## src/rtl/instr_fetch_queue_if.sv

```systemverilog
// Fetch-stage bus: instruction-memory request/response channel plus the core-side
// valid/ready instruction stream and redirect. The master modport is the fetch unit.
interface instr_fetch_queue_if #(
  parameter int unsigned DEPTH = 4
);
  localparam int unsigned LvlW = $clog2(DEPTH) + 1;

  logic            imem_req;
  logic [31:0]     imem_addr;
  logic            imem_gnt;
  logic            imem_rvalid;
  logic [31:0]     imem_rdata;
  logic            if_valid;
  logic [31:0]     if_instr;
  logic [31:0]     if_pc;
  logic            if_ready;
  logic            redirect;
  logic [31:0]     redirect_pc;
  logic [LvlW-1:0] fill_level;

  modport master (
    output imem_req, imem_addr, if_valid, if_instr, if_pc, fill_level,
    input  imem_gnt, imem_rvalid, imem_rdata, if_ready, redirect, redirect_pc
  );

  modport slave (
    input  imem_req, imem_addr, if_valid, if_instr, if_pc, fill_level,
    output imem_gnt, imem_rvalid, imem_rdata, if_ready, redirect, redirect_pc
  );
endinterface

```

## src/rtl/instr_fetch_queue.sv

```systemverilog
// Instruction fetch queue: owns the PC, issues in-order word requests, buffers returned
// words with their PCs and discards responses that belong to a flushed fetch stream.
module instr_fetch_queue #(
  parameter int unsigned DEPTH    = 4,
  parameter logic [31:0] RESET_PC = 32'h0000_0000
) (
  input  logic                   i_clk,
  input  logic                   i_rst_n,
  instr_fetch_queue_if.master    bus
);
  localparam int unsigned AW = $clog2(DEPTH);
  localparam int unsigned LW = AW + 1;

  logic [31:0]   r_fetch_pc;
  logic [31:0]   r_resp_pc;
  logic [31:0]   r_pc_mem    [DEPTH];
  logic [31:0]   r_instr_mem [DEPTH];
  logic [AW-1:0] r_wptr;
  logic [AW-1:0] r_rptr;
  logic [LW-1:0] r_count;
  logic [LW-1:0] r_outst;
  logic [LW-1:0] r_drop;

  logic          w_req;
  logic          w_grant;
  logic          w_rsp;
  logic          w_push;
  logic          w_pop;
  logic [LW:0]   w_credit;
  logic [31:0]   w_redir_pc;

  // Outstanding words include those already marked for dropping, so credit stays exact.
  assign w_credit   = {1'b0, r_count} + {1'b0, r_outst};
  assign w_req      = i_rst_n && !bus.redirect && (w_credit < (LW + 1)'(DEPTH));
  assign w_grant    = w_req && bus.imem_gnt;
  assign w_rsp      = bus.imem_rvalid && (r_outst != '0);
  assign w_push     = w_rsp && (r_drop == '0) && !bus.redirect;
  assign w_pop      = (r_count != '0) && bus.if_ready && !bus.redirect;
  assign w_redir_pc = bus.redirect_pc & ~32'h3;

  always_ff @(posedge i_clk or negedge i_rst_n) begin
    if (!i_rst_n) begin
      r_fetch_pc <= RESET_PC;
      r_resp_pc  <= RESET_PC;
      r_wptr     <= '0;
      r_rptr     <= '0;
      r_count    <= '0;
      r_outst    <= '0;
      r_drop     <= '0;
    end else if (bus.redirect) begin
      // Everything still in flight, minus a response landing now, belongs to the old stream.
      r_fetch_pc <= w_redir_pc;
      r_resp_pc  <= w_redir_pc;
      r_wptr     <= '0;
      r_rptr     <= '0;
      r_count    <= '0;
      r_outst    <= r_outst - LW'(w_rsp);
      r_drop     <= r_outst - LW'(w_rsp);
    end else begin
      if (w_grant) r_fetch_pc <= r_fetch_pc + 32'd4;
      r_outst <= r_outst + LW'(w_grant) - LW'(w_rsp);
      if (w_rsp && (r_drop != '0)) r_drop <= r_drop - LW'(1);
      if (w_push) begin
        r_wptr    <= r_wptr + AW'(1);
        r_resp_pc <= r_resp_pc + 32'd4;
      end
      if (w_pop) r_rptr <= r_rptr + AW'(1);
      r_count <= r_count + LW'(w_push) - LW'(w_pop);
    end
  end

  always_ff @(posedge i_clk) begin
    if (w_push) begin
      r_pc_mem[r_wptr]    <= r_resp_pc;
      r_instr_mem[r_wptr] <= bus.imem_rdata;
    end
  end

  // Head outputs read as zero while empty so reset and flush present a clean bus.
  assign bus.imem_req   = w_req;
  assign bus.imem_addr  = r_fetch_pc;
  assign bus.if_valid   = (r_count != '0);
  assign bus.if_instr   = (r_count != '0) ? r_instr_mem[r_rptr] : 32'h0;
  assign bus.if_pc      = (r_count != '0) ? r_pc_mem[r_rptr] : 32'h0;
  assign bus.fill_level = r_count;
endmodule

```

## src/flat_wrapper.sv

```systemverilog
// flat-port wrapper written by rule: the top's interface ports become plain ports
module instr_fetch_queue_flat 
#(
  parameter int unsigned DEPTH    = 4,
  parameter logic [31:0] RESET_PC = 32'h0000_0000
)
  (i_clk, i_rst_n, bus_imem_req, bus_imem_addr, bus_if_valid, bus_if_instr, bus_if_pc, bus_fill_level, bus_imem_gnt, bus_imem_rvalid, bus_imem_rdata, bus_if_ready, bus_redirect, bus_redirect_pc);
  instr_fetch_queue_if #(.DEPTH(DEPTH)) bus_i ();
  input  logic i_clk;
  input  logic i_rst_n;
  output wire logic [$bits(bus_i.imem_req)-1:0] bus_imem_req;
  output wire logic [$bits(bus_i.imem_addr)-1:0] bus_imem_addr;
  output wire logic [$bits(bus_i.if_valid)-1:0] bus_if_valid;
  output wire logic [$bits(bus_i.if_instr)-1:0] bus_if_instr;
  output wire logic [$bits(bus_i.if_pc)-1:0] bus_if_pc;
  output wire logic [$bits(bus_i.fill_level)-1:0] bus_fill_level;
  input wire logic [$bits(bus_i.imem_gnt)-1:0] bus_imem_gnt;
  input wire logic [$bits(bus_i.imem_rvalid)-1:0] bus_imem_rvalid;
  input wire logic [$bits(bus_i.imem_rdata)-1:0] bus_imem_rdata;
  input wire logic [$bits(bus_i.if_ready)-1:0] bus_if_ready;
  input wire logic [$bits(bus_i.redirect)-1:0] bus_redirect;
  input wire logic [$bits(bus_i.redirect_pc)-1:0] bus_redirect_pc;
  assign bus_imem_req = bus_i.imem_req;
  assign bus_imem_addr = bus_i.imem_addr;
  assign bus_if_valid = bus_i.if_valid;
  assign bus_if_instr = bus_i.if_instr;
  assign bus_if_pc = bus_i.if_pc;
  assign bus_fill_level = bus_i.fill_level;
  assign bus_i.imem_gnt = bus_imem_gnt;
  assign bus_i.imem_rvalid = bus_imem_rvalid;
  assign bus_i.imem_rdata = bus_imem_rdata;
  assign bus_i.if_ready = bus_if_ready;
  assign bus_i.redirect = bus_redirect;
  assign bus_i.redirect_pc = bus_redirect_pc;
  instr_fetch_queue #(.DEPTH(DEPTH), .RESET_PC(RESET_PC)) u_core (.i_clk(i_clk), .i_rst_n(i_rst_n), .bus(bus_i));
endmodule
```

## config.mk

```make
export PLATFORM = sky130hd
export DESIGN_NAME = instr_fetch_queue_flat
export DESIGN_NICKNAME = d
export VERILOG_FILES = /design/src/rtl/instr_fetch_queue_if.sv /design/src/rtl/instr_fetch_queue.sv /design/src/flat_wrapper.sv
export SDC_FILE = /design/constraint.sdc
export NUM_CORES = 1
export LEC_CHECK = 0
export ABC_AREA = 1
export ABC_CLOCK_PERIOD_IN_PS = 5400
export CORE_MARGIN = 2
export CORE_UTILIZATION = 45
export DETAILED_ROUTE_END_ITERATION = 10
export PLACE_DENSITY = 0.66
export SLEW_MARGIN = 5
export SYNTH_ARGS = -nofsm -noshare
export SYNTH_HDL_FRONTEND = slang
export SYNTH_SLANG_ARGS = --single-unit
```

## constraint.sdc

```tcl
create_clock -name i_clk -period 5.4 [get_ports i_clk]
set_input_delay 1.62 -clock i_clk [delete_from_list [all_inputs] [get_ports i_clk]]
set_output_delay 1.62 -clock i_clk [all_outputs]
set_load 0.01 [all_outputs]
```

== Word level (Yosys, flattened, before mapping) ==
Memory sizes are Yosys's and may differ from the RTL's.
Cells that the tools add are included.
Widths: inputs -> output; s select.
Word-level totals
  register bits after elaboration: 77
  RAM bits: 256
  output and inout port bits: 101
  memories: 2
Cells by class
  $add $sub $neg: 11
  $lt $le $gt $ge: 1
  multiplexer cells: 16
  reduce and logical (&&, ||, !) cells: 18
Memories
  u_core.r_instr_mem: words 4, width 32, read ports 1, clocked after memory_dff 0, write ports 1, RTL line instr_fetch_queue.sv:17  | logic [31:0] r_instr_mem [DEPTH];
  u_core.r_pc_mem: words 4, width 32, read ports 1, clocked after memory_dff 0, write ports 1, RTL line instr_fetch_queue.sv:16  | logic [31:0] r_pc_mem [DEPTH];
Operators by type and width (number)
  $mux 32: 6
  $add 32x3->32 const B: 2
  $mux 3: 4
  $logic_and 1x1->1: 9
  $reduce_bool 3->1: 3
  $sub 3x1->3: 3
  $mux 2: 4
  $reduce_bool 2->1: 4
  $add 3x1->3: 2
  $add 2x1->2 const B: 2
  $add 3x3->4: 1
  $lt 4x3->1 const B: 1
  $logic_not 3->1: 1
  $sub 3x1->3 const B: 1
  $mux 1: 2
  $logic_not 1->1: 1

== Depth between registers and ports, before layout ==
Gate-level depths: netlist of the first run.
  word-level depth: 7
  mapped depth: 13
  gate-level depth less buffers: 12

== Worst setup path before layout of the first run ==
No wires, ideal clock.
  kind: input-to-reg
  from: in bus_imem_rvalid
  to: mem u_core.r_instr_mem[0][0], enable pin
  setup time: 0.482 ns
  arrival: 4.621 ns
  data required time: 4.918 ns
  path slack: 0.297 ns
  stages on the path: 4
  buffers on the path: 0
  path through: nand4_2 -> nor2_4 -> inv_1 -> nor2_1
Between the ends
  cells in the longest elaborated chain, start to end: 5
RTL lines
  start, declared: RTL line flat_wrapper.sv:18  | input wire logic [$bits(bus_i.imem_rvalid)-1:0] bus_imem_rvalid;
  $logic_and 1x1->1: RTL line instr_fetch_queue.sv:36  | assign w_rsp = bus.imem_rvalid && (r_outst != '0);
  $logic_and 1x1->1 (2 in a row): RTL line instr_fetch_queue.sv:37  | assign w_push = w_rsp && (r_drop == '0) && !bus.redirect;
  $mux 1: RTL line instr_fetch_queue.sv:73  | if (w_push) begin
  $mux 1 (implied by the code): RTL line instr_fetch_queue.sv:75  | r_instr_mem[r_wptr] <= bus.imem_rdata;
  end, declared: RTL line instr_fetch_queue.sv:17
No other way between the ends.

== Worst setup path after layout of the first run ==
  from: reg u_core.r_rptr[0]
  to: out bus_if_pc[29]
Between the ends
  cells in the longest elaborated chain, start to end: 2
RTL lines
  start, declared: RTL line instr_fetch_queue.sv:19  | logic [AW-1:0] r_rptr;
  start signal, assigned: RTL line instr_fetch_queue.sv:67  | if (w_pop) r_rptr <= r_rptr + AW'(1);
  $mem_v2 4x32
  $mux 32: RTL line instr_fetch_queue.sv:84  | assign bus.if_pc = (r_count != '0) ? r_pc_mem[r_rptr] : 32'h0;
  end, declared: RTL line flat_wrapper.sv:15  | output wire logic [$bits(bus_i.if_pc)-1:0] bus_if_pc;
No other way between the ends.

==> summary.md, run 1 <==
| Metric | Value |
|---|---|
| Synth warn | `0` |
| CTS tree | `yes` |
| Critical Path AT | `between 2000 and 3000 ps` |
| Yosys reg bits | `roughly 320` |
| Clock root buffer | `clkbuf_16` |
| Skew final | `36.2 ps` |
| Die W | `185 µm` |
| Largest net degree at the start of global routing | `~130` |
| Final RePlAce weighted congestion | `about 0.9` |
| Hold buffers post-CTS | `0` |
| Most common cell after layout, fill and taps aside | `nor2_1` |
| Die area | `~34000 µm²` |
| Leakage | `approximately 6.7 nW` |
| Slew Limit Fails | `0` |
| Crit. End Element | `output pin` |
| Buffers on Ports | `164` |
| Synth area leaders | `edfxtp_1 50%, dfrtp_1 12%, nor2_1 8.3%` |
| Post-CTS Setup Bufs | `0` |
| PostCTS Resize Cnt | `0` |
| Synth Flop Type | `edfxtp_1` |
| Iteration-0 DRC Markers | `741` |
| Synth async-reset ratio | `22.7%` |
| Wire length per cell | `~17 µm` |
| Worst-Margin Slew | `816 ps` |
| Setup TNS Final | `0 ps` |
| Fin. Hold Viols | `0` |
| Slowest stage delay, CP | `580 ps` |
| Crit share post-route | `81.2%` |
| Core ar. | `between 30000 and 40000 µm²` |
| Path depth of the worst reg2reg path | `12` |
| Starting Density | `45.5%` |
| Gr usage total | `a little over a fifth` |
| Share of the synthesized area in the top cell type | `50.4%` |
| Origin of the critical flop-to-flop path | `u_core.bus.fill_level[1]` |
| Synth Area per Inst | `9.89 µm²` |
| Wirelength, routed | `35800 µm` |
| Most frequent cells in the layout | `323 x nor2_1, 248 x edfxtp_1, 228 x nand2_1, 162 x clkdlybuf4s50_1, 147 x o21ai_0` |
| Critical Path, Cell by Cell | `clkinv_2 -> buf_12 -> o21ai_0 -> a21oi_1 -> clkdlybuf4s50_1` |
| Hold Startpoint | `u_core.r_resp_pc[31]` |
| DR pass1 iterations | `7` |
| Max-Cap Viols | `0` |
| # setup viols final | `0` |
| Synthesized area | `between 10000 and 15000 µm²` |
| Gr ovfl total | `0` |
| DR DRC count | `0` |
| Reg2Reg Setup Slack | `2520 ps` |
| PwrDens | `between 400 and 500 nW/µm²` |
| Worst hold endpoint | `u_core.r_pc_mem[2][31]` |
| Outcome | `completed` |
| Hpwl dp | `21800 µm` |
| Clock-pin slew on the worst setup and hold paths | `60 ps` |
| Min cycle time layout | `4380 ps` |
| NumNets Final | `1732` |
| First-pass GRT wire length | `about 56000 µm` |
| Initial antenna violation count | `0` |
| Sequential element share of the synthesized area | `62.8%` |
| Die Y | `between 150 and 200 µm` |
| Layout cells sized above 1 | `a little over 7%` |
| Worst IR Drop VDD | `0.208 mV` |
| Synth cell types | `39` |
| Worst EP required | `3780 ps` |
| Worst reg2reg endpoint | `u_core.r_outst[2]` |
| Std-Cell Rows | `66` |
| CTS sink cnt | `around 320` |
| Vias in the first global route | `~10000` |
| Kind of critical path | `register to output pin` |
| Post-synth EDFFs | `248` |
| Slowest stage cell, crit path | `clkdlybuf4s50_1` |
| Hold Path Depth | `0` |
| Layout area overhead | `21.4%` |
| Vias | `~11000` |
| Vias per cell | `5.17` |
| Hold_ws | `between 500 and 600 ps` |
| N_diodes | `0` |
| Worst slew margin | `45.6%` |
| Maximum fanout along the worst path | `86` |
| Worst skew pair latency | `510 ps` |
| H-tree depth | `2` |
| RSZ-0062 raised after global routing | `false` |
| Hold Crit Class | `register to register` |
| Critical Path Source Type | `register` |
| Antenna-violating nets left | `0` |
| Yosys top cell by area | `edfxtp_1` |
| TritonCTS buffer count | `35` |
| Maximum clock path buffer count | `3` |
| Max Freq | `0.228 GHz` |
| # IOs | `171` |
| Cells after Synth | `1492` |
## metrics by stage
step                total power [W]  worst slack, ps  std cells  util, %  area (µm²)
floorplan                   0.00434              297       1495        -       14800
finish                      0.00760             1020       2109     55.2       17900
CTS                         0.00768              979       2109     55.2       17900
detailed placement          0.00545             1160       2049     52.0       16900
global placement            0.00541             1160       2049     52.0       16900
global route                0.00802              841       2109     55.2       17900
## cell type report
cell class	instances	area, µm²
Clock buffer	45	963
Clock inverter	15	98.8
Fill cell	2736	14500
Inverter	103	388
Multi-Input combinational cell	1002	4810
Sequential cell	321	9280
Tap cell	442	553
Timing Repair Buffer	181	1840
## power breakdown
| part | internal [W] | leakage, nW | switching [W] |
|---|---|---|---|
| registers | 0.00288 | 3.13 | 0.000223 |
| clock network | 0.00130 | 0.525 | 0.000914 |
| logic | 0.000966 | 3.08 | 0.00131 |
| total | 0.00515 | 6.74 | 0.00245 |
## layer usage
metal,GRT usage (%),vias to the layer above,routed length (µm)
met4,5.62,0,708
met2,34.5,323,16800
met3,3.50,46,2250
li1,-,5317,-
met5,0,-,0
met1,28.7,5217,16100
## flip-flops by register name, summed over array words and instances, names as in the netlist
name / count
u_core.r_instr_mem: 128
u_core.r_pc_mem: 120
u_core.bus.imem_addr: 30
u_core.r_resp_pc: 30
u_core.bus.fill_level: 3
u_core.r_drop: 3
u_core.r_outst: 3
u_core.r_rptr: 2
u_core.r_wptr: 2
## kinds of logic after synthesis
family,after synthesis,synth area share (%)
AO/OA/AOI/OAI,257,9.12
AND/OR/NAND/NOR,702,20.3
other,1,0.0254
buffers and inverters,172,4.90
adder cells (fa/ha/maj),18,1.63
flip-flops,321,62.8
XOR/XNOR,21,1.25
## cell usage after synthesis (all sizes together) (5+ instances only)
master  number
nor2       345
edfxtp     248
nand2      241
o21ai      157
inv        102
nand3       91
a21oi       77
dfrtp       73
buf         47
clkbuf      22
xor2        19
ha          16
o211ai      10
nand3b       6
nand4        6
nor3         6
o21bai       5
or2          5
## critical path: cells and delay by family, from the launching register on
family	cells	cell delay (ps)
DFF	1	490
buffers and inverters	3	1300
AOI/OAI and AO/OA	2	390
## worst max-delay path by stage
| stage | start | endpoint | slack, ps | depth (start not counted) |
|---|---|---|---|---|
| CTS | u_core.r_rptr[0] | bus_if_pc[29] | 980 | 5 |
| finish | u_core.r_rptr[0] | bus_if_pc[29] | 1020 | 5 |
| global route | u_core.r_rptr[0] | bus_if_pc[29] | 840 | 5 |
| global placement | bus_redirect | bus_imem_req | 1160 | 5 |
| detailed placement | bus_redirect | bus_imem_req | 1160 | 5 |
| floorplan | bus_imem_rvalid | u_core.r_instr_mem[0][0] | 300 | 4 |
(Power assumes the default switching activity.)
==> run 2, diff against run 1 <==
--- a/config.mk
+++ b/config.mk
@@ -6,7 +6,7 @@
 export NUM_CORES = 1
 export LEC_CHECK = 0
 export ABC_AREA = 1
-export ABC_CLOCK_PERIOD_IN_PS = 5400
+export ABC_CLOCK_PERIOD_IN_PS = 4400
 export CORE_MARGIN = 2
 export CORE_UTILIZATION = 45
 export DETAILED_ROUTE_END_ITERATION = 10
==> constraint.sdc (replaced) <==
create_clock -name i_clk -period 4.4 [get_ports i_clk]
set_input_delay 1.32 -clock i_clk [delete_from_list [all_inputs] [get_ports i_clk]]
set_output_delay 1.32 -clock i_clk [all_outputs]
set_load 0.01 [all_outputs]
==> summary.md, run 2 (synthesized netlist as in run 1, its figures left out) <==
| Metric | Value |
|---|---|
| Maximum clock path buffer count | `3` |
| Crit. End Element | `output pin` |
| Largest net degree at the start of global routing | `around 130` |
| P_int | `0.00657 W` |
| Hold Startpoint | `u_core.r_resp_pc[31]` |
| Crit share post-route | `a little over nine tenths` |
| Most common cell after layout, fill and taps aside | `nor2_1` |
| PostCTS Resize Cnt | `0` |
| Wirelength, routed | `35700 µm` |
| Initial antenna violation count | `0` |
| Iteration-0 DRC Markers | `between 700 and 800` |
| Wire length per cell | `16.9 µm` |
| Vias per cell | `~5.2` |
| Max-Cap Viols | `0` |
| Worst reg2reg endpoint | `u_core.bus.fill_level[2]` |
| DR pass1 iterations | `5` |
| Worst-Margin Slew | `739 ps` |
| Origin of the critical flop-to-flop path | `u_core.bus.fill_level[1]` |
| Leakage | `between 6 and 7 nW` |
| NumNets Final | `1741` |
| Worst EP required | `3080 ps` |
| Gr ovfl total | `0` |
| Hold_ws | `581 ps` |
| Die area | `34300 µm²` |
| Buffers on Ports | `164` |
| Slew Limit Fails | `0` |
| Worst hold endpoint | `u_core.r_pc_mem[2][31]` |
| Seq pwr share | `39.7%` |
| Vias | `11000` |
| Net Sw Power | `0.00305 W` |
| Top flop regs | `u_core.r_instr_mem: 128 flops, u_core.r_pc_mem: 120 flops` |
| Skew final | `23.3 ps` |
| First-pass GRT wire length | `about 57000 µm` |
| N_diodes | `0` |
| Overall power | `0.00962 W` |
| Combinational group share of total power | `approximately 30%` |
| H-tree depth | `2` |
| Final RePlAce weighted congestion | `0.863` |
| PwrDens | `530 nW/µm²` |
| Setup TNS Final | `0 ps` |
| Most frequent cells in the layout | `323 x nor2_1, 248 x edfxtp_1, 228 x nand2_1, 162 x clkdlybuf4s50_1, 147 x o21ai_0` |
| Kind of critical path | `register to output pin` |
| Starting Density | `45.5%` |
| Final worst slack | `224 ps` |
| Min cycle time layout | `4180 ps` |
| Hold Crit Class | `register to register` |
| Clock root buffer | `clkbuf_16` |
| Antenna-violating nets left | `0` |
| Hold Path Depth | `0` |
| Post-placement worst setup slack | `710 ps` |
| DR DRC count | `0` |
| # fillers | `~2800` |
| Die Y | `185 µm` |
| # IOs | `between 150 and 200` |
| Worst IR Drop VDD | `0.309 mV` |
| Clock-pin slew on the worst setup and hold paths | `60 ps` |
| Design Area, Final | `18200 µm²` |
| Vias in the first global route | `approximately 11000` |
| Layout cells sized above 1 | `7.74%` |
| Reg2Reg Setup Slack | `around 1500 ps` |
| Switching portion of total power | `31.7%` |
| CTS tree | `yes` |
| Outcome | `completed` |
| Worst skew pair latency | `510 ps` |
| Fin. Hold Viols | `0` |
| # setup viols final | `0` |
| Die W | `185 µm` |
| Critical Path AT | `2860 ps` |
| Critical Path Source Type | `register` |
| RSZ-0062 raised after global routing | `false` |
| Hold buffers post-CTS | `0` |
| Std-Cell Rows | `66` |
| Maximum fanout along the worst path | `60` |
| Max Freq | `approximately 0.24 GHz` |
| Post-CTS Setup Bufs | `0` |
| Max reg flops | `128` |
| Hpwl dp | `22700 µm` |
| Area after DPL | `17000 µm²` |
| Path depth of the worst reg2reg path | `12` |
| Gr usage total | `a little over a fifth` |
| Worst slew margin | `just over 50%` |
| Layout area overhead | `23.0%` |
| CTS sink cnt | `321` |
| Clk network pwr share | `30.2%` |
| Biggest register | `u_core.r_instr_mem` |
| TritonCTS buffer count | `35` |
| Core ar. | `32500 µm²` |
## run 2: changes by cell type in the layout (fill, tap and decap cells not counted), sizes merged
| cell | delta |
|---|---|
| clkinvlp | +2 |
| inv | +1 |
| clkinv | -3 |
| bufinv | +3 |
| buf | +9 |
## run 2: per-layer routing
| metal | wire (µm) | vias up | global-route usage, % |
|---|---|---|---|
| met5 | 0 | - | 0 |
| met2 | 17100 | 349 | 35.6 |
| met1 | 15800 | 5290 | 28.4 |
| met3 | 2280 | 46 | 3.46 |
| li1 | - | 5333 | - |
| met4 | 596 | 0 | 5.75 |
## run 2: worst max-delay path by stage
stage / startpoint / to / depth (start not counted)
after global placement: bus_imem_gnt / u_core.r_outst[2] / 9
final: u_core.r_rptr[1] / bus_if_pc[13] / 6
after CTS: u_core.r_rptr[1] / bus_if_pc[13] / 6
after floorplan: bus_imem_rvalid / u_core.r_instr_mem[0][0] / 4
after detailed placement: bus_imem_gnt / u_core.r_outst[2] / 9
after global routing: u_core.r_rptr[1] / bus_if_pc[13] / 6
## run 2: metrics by stage
step	std cells	utilization [%]
finish	2121	55.9
global route	2121	55.9
CTS	2121	55.9
detailed placement	2058	52.4
global placement	2058	52.4
floorplan	1495	-
## run 2: cell type report
type | instances | area [µm²] | area share, %
clock buffers | 45 | 945 | 5.20
clock inverters | 18 | 206 | 1.14
inverters | 103 | 388 | 2.14
multi-input cells | 1002 | 4810 | 26.5
flip-flops and latches | 321 | 9280 | 51.1
well taps | 442 | 553 | 3.05
repair buffers | 190 | 1980 | 10.9
## run 2: power groups by stage
stage               registers, W  logic (W)  clock network (W)
finish                   0.00382    0.00289            0.00291
global route             0.00385    0.00318            0.00310
CTS                      0.00381    0.00292            0.00297
detailed placement       0.00387    0.00291                  0
global placement         0.00386    0.00287                  0
floorplan                0.00380    0.00152                  0
## run 2: critical path, cell delays in order, from the launching register on
cell             delay [ps]
dfrtp_2                 740
inv_2                   160
buf_12                  250
nor2_1                  150
o21ai_0                  90
a21oi_1                 300
clkdlybuf4s50_1         600
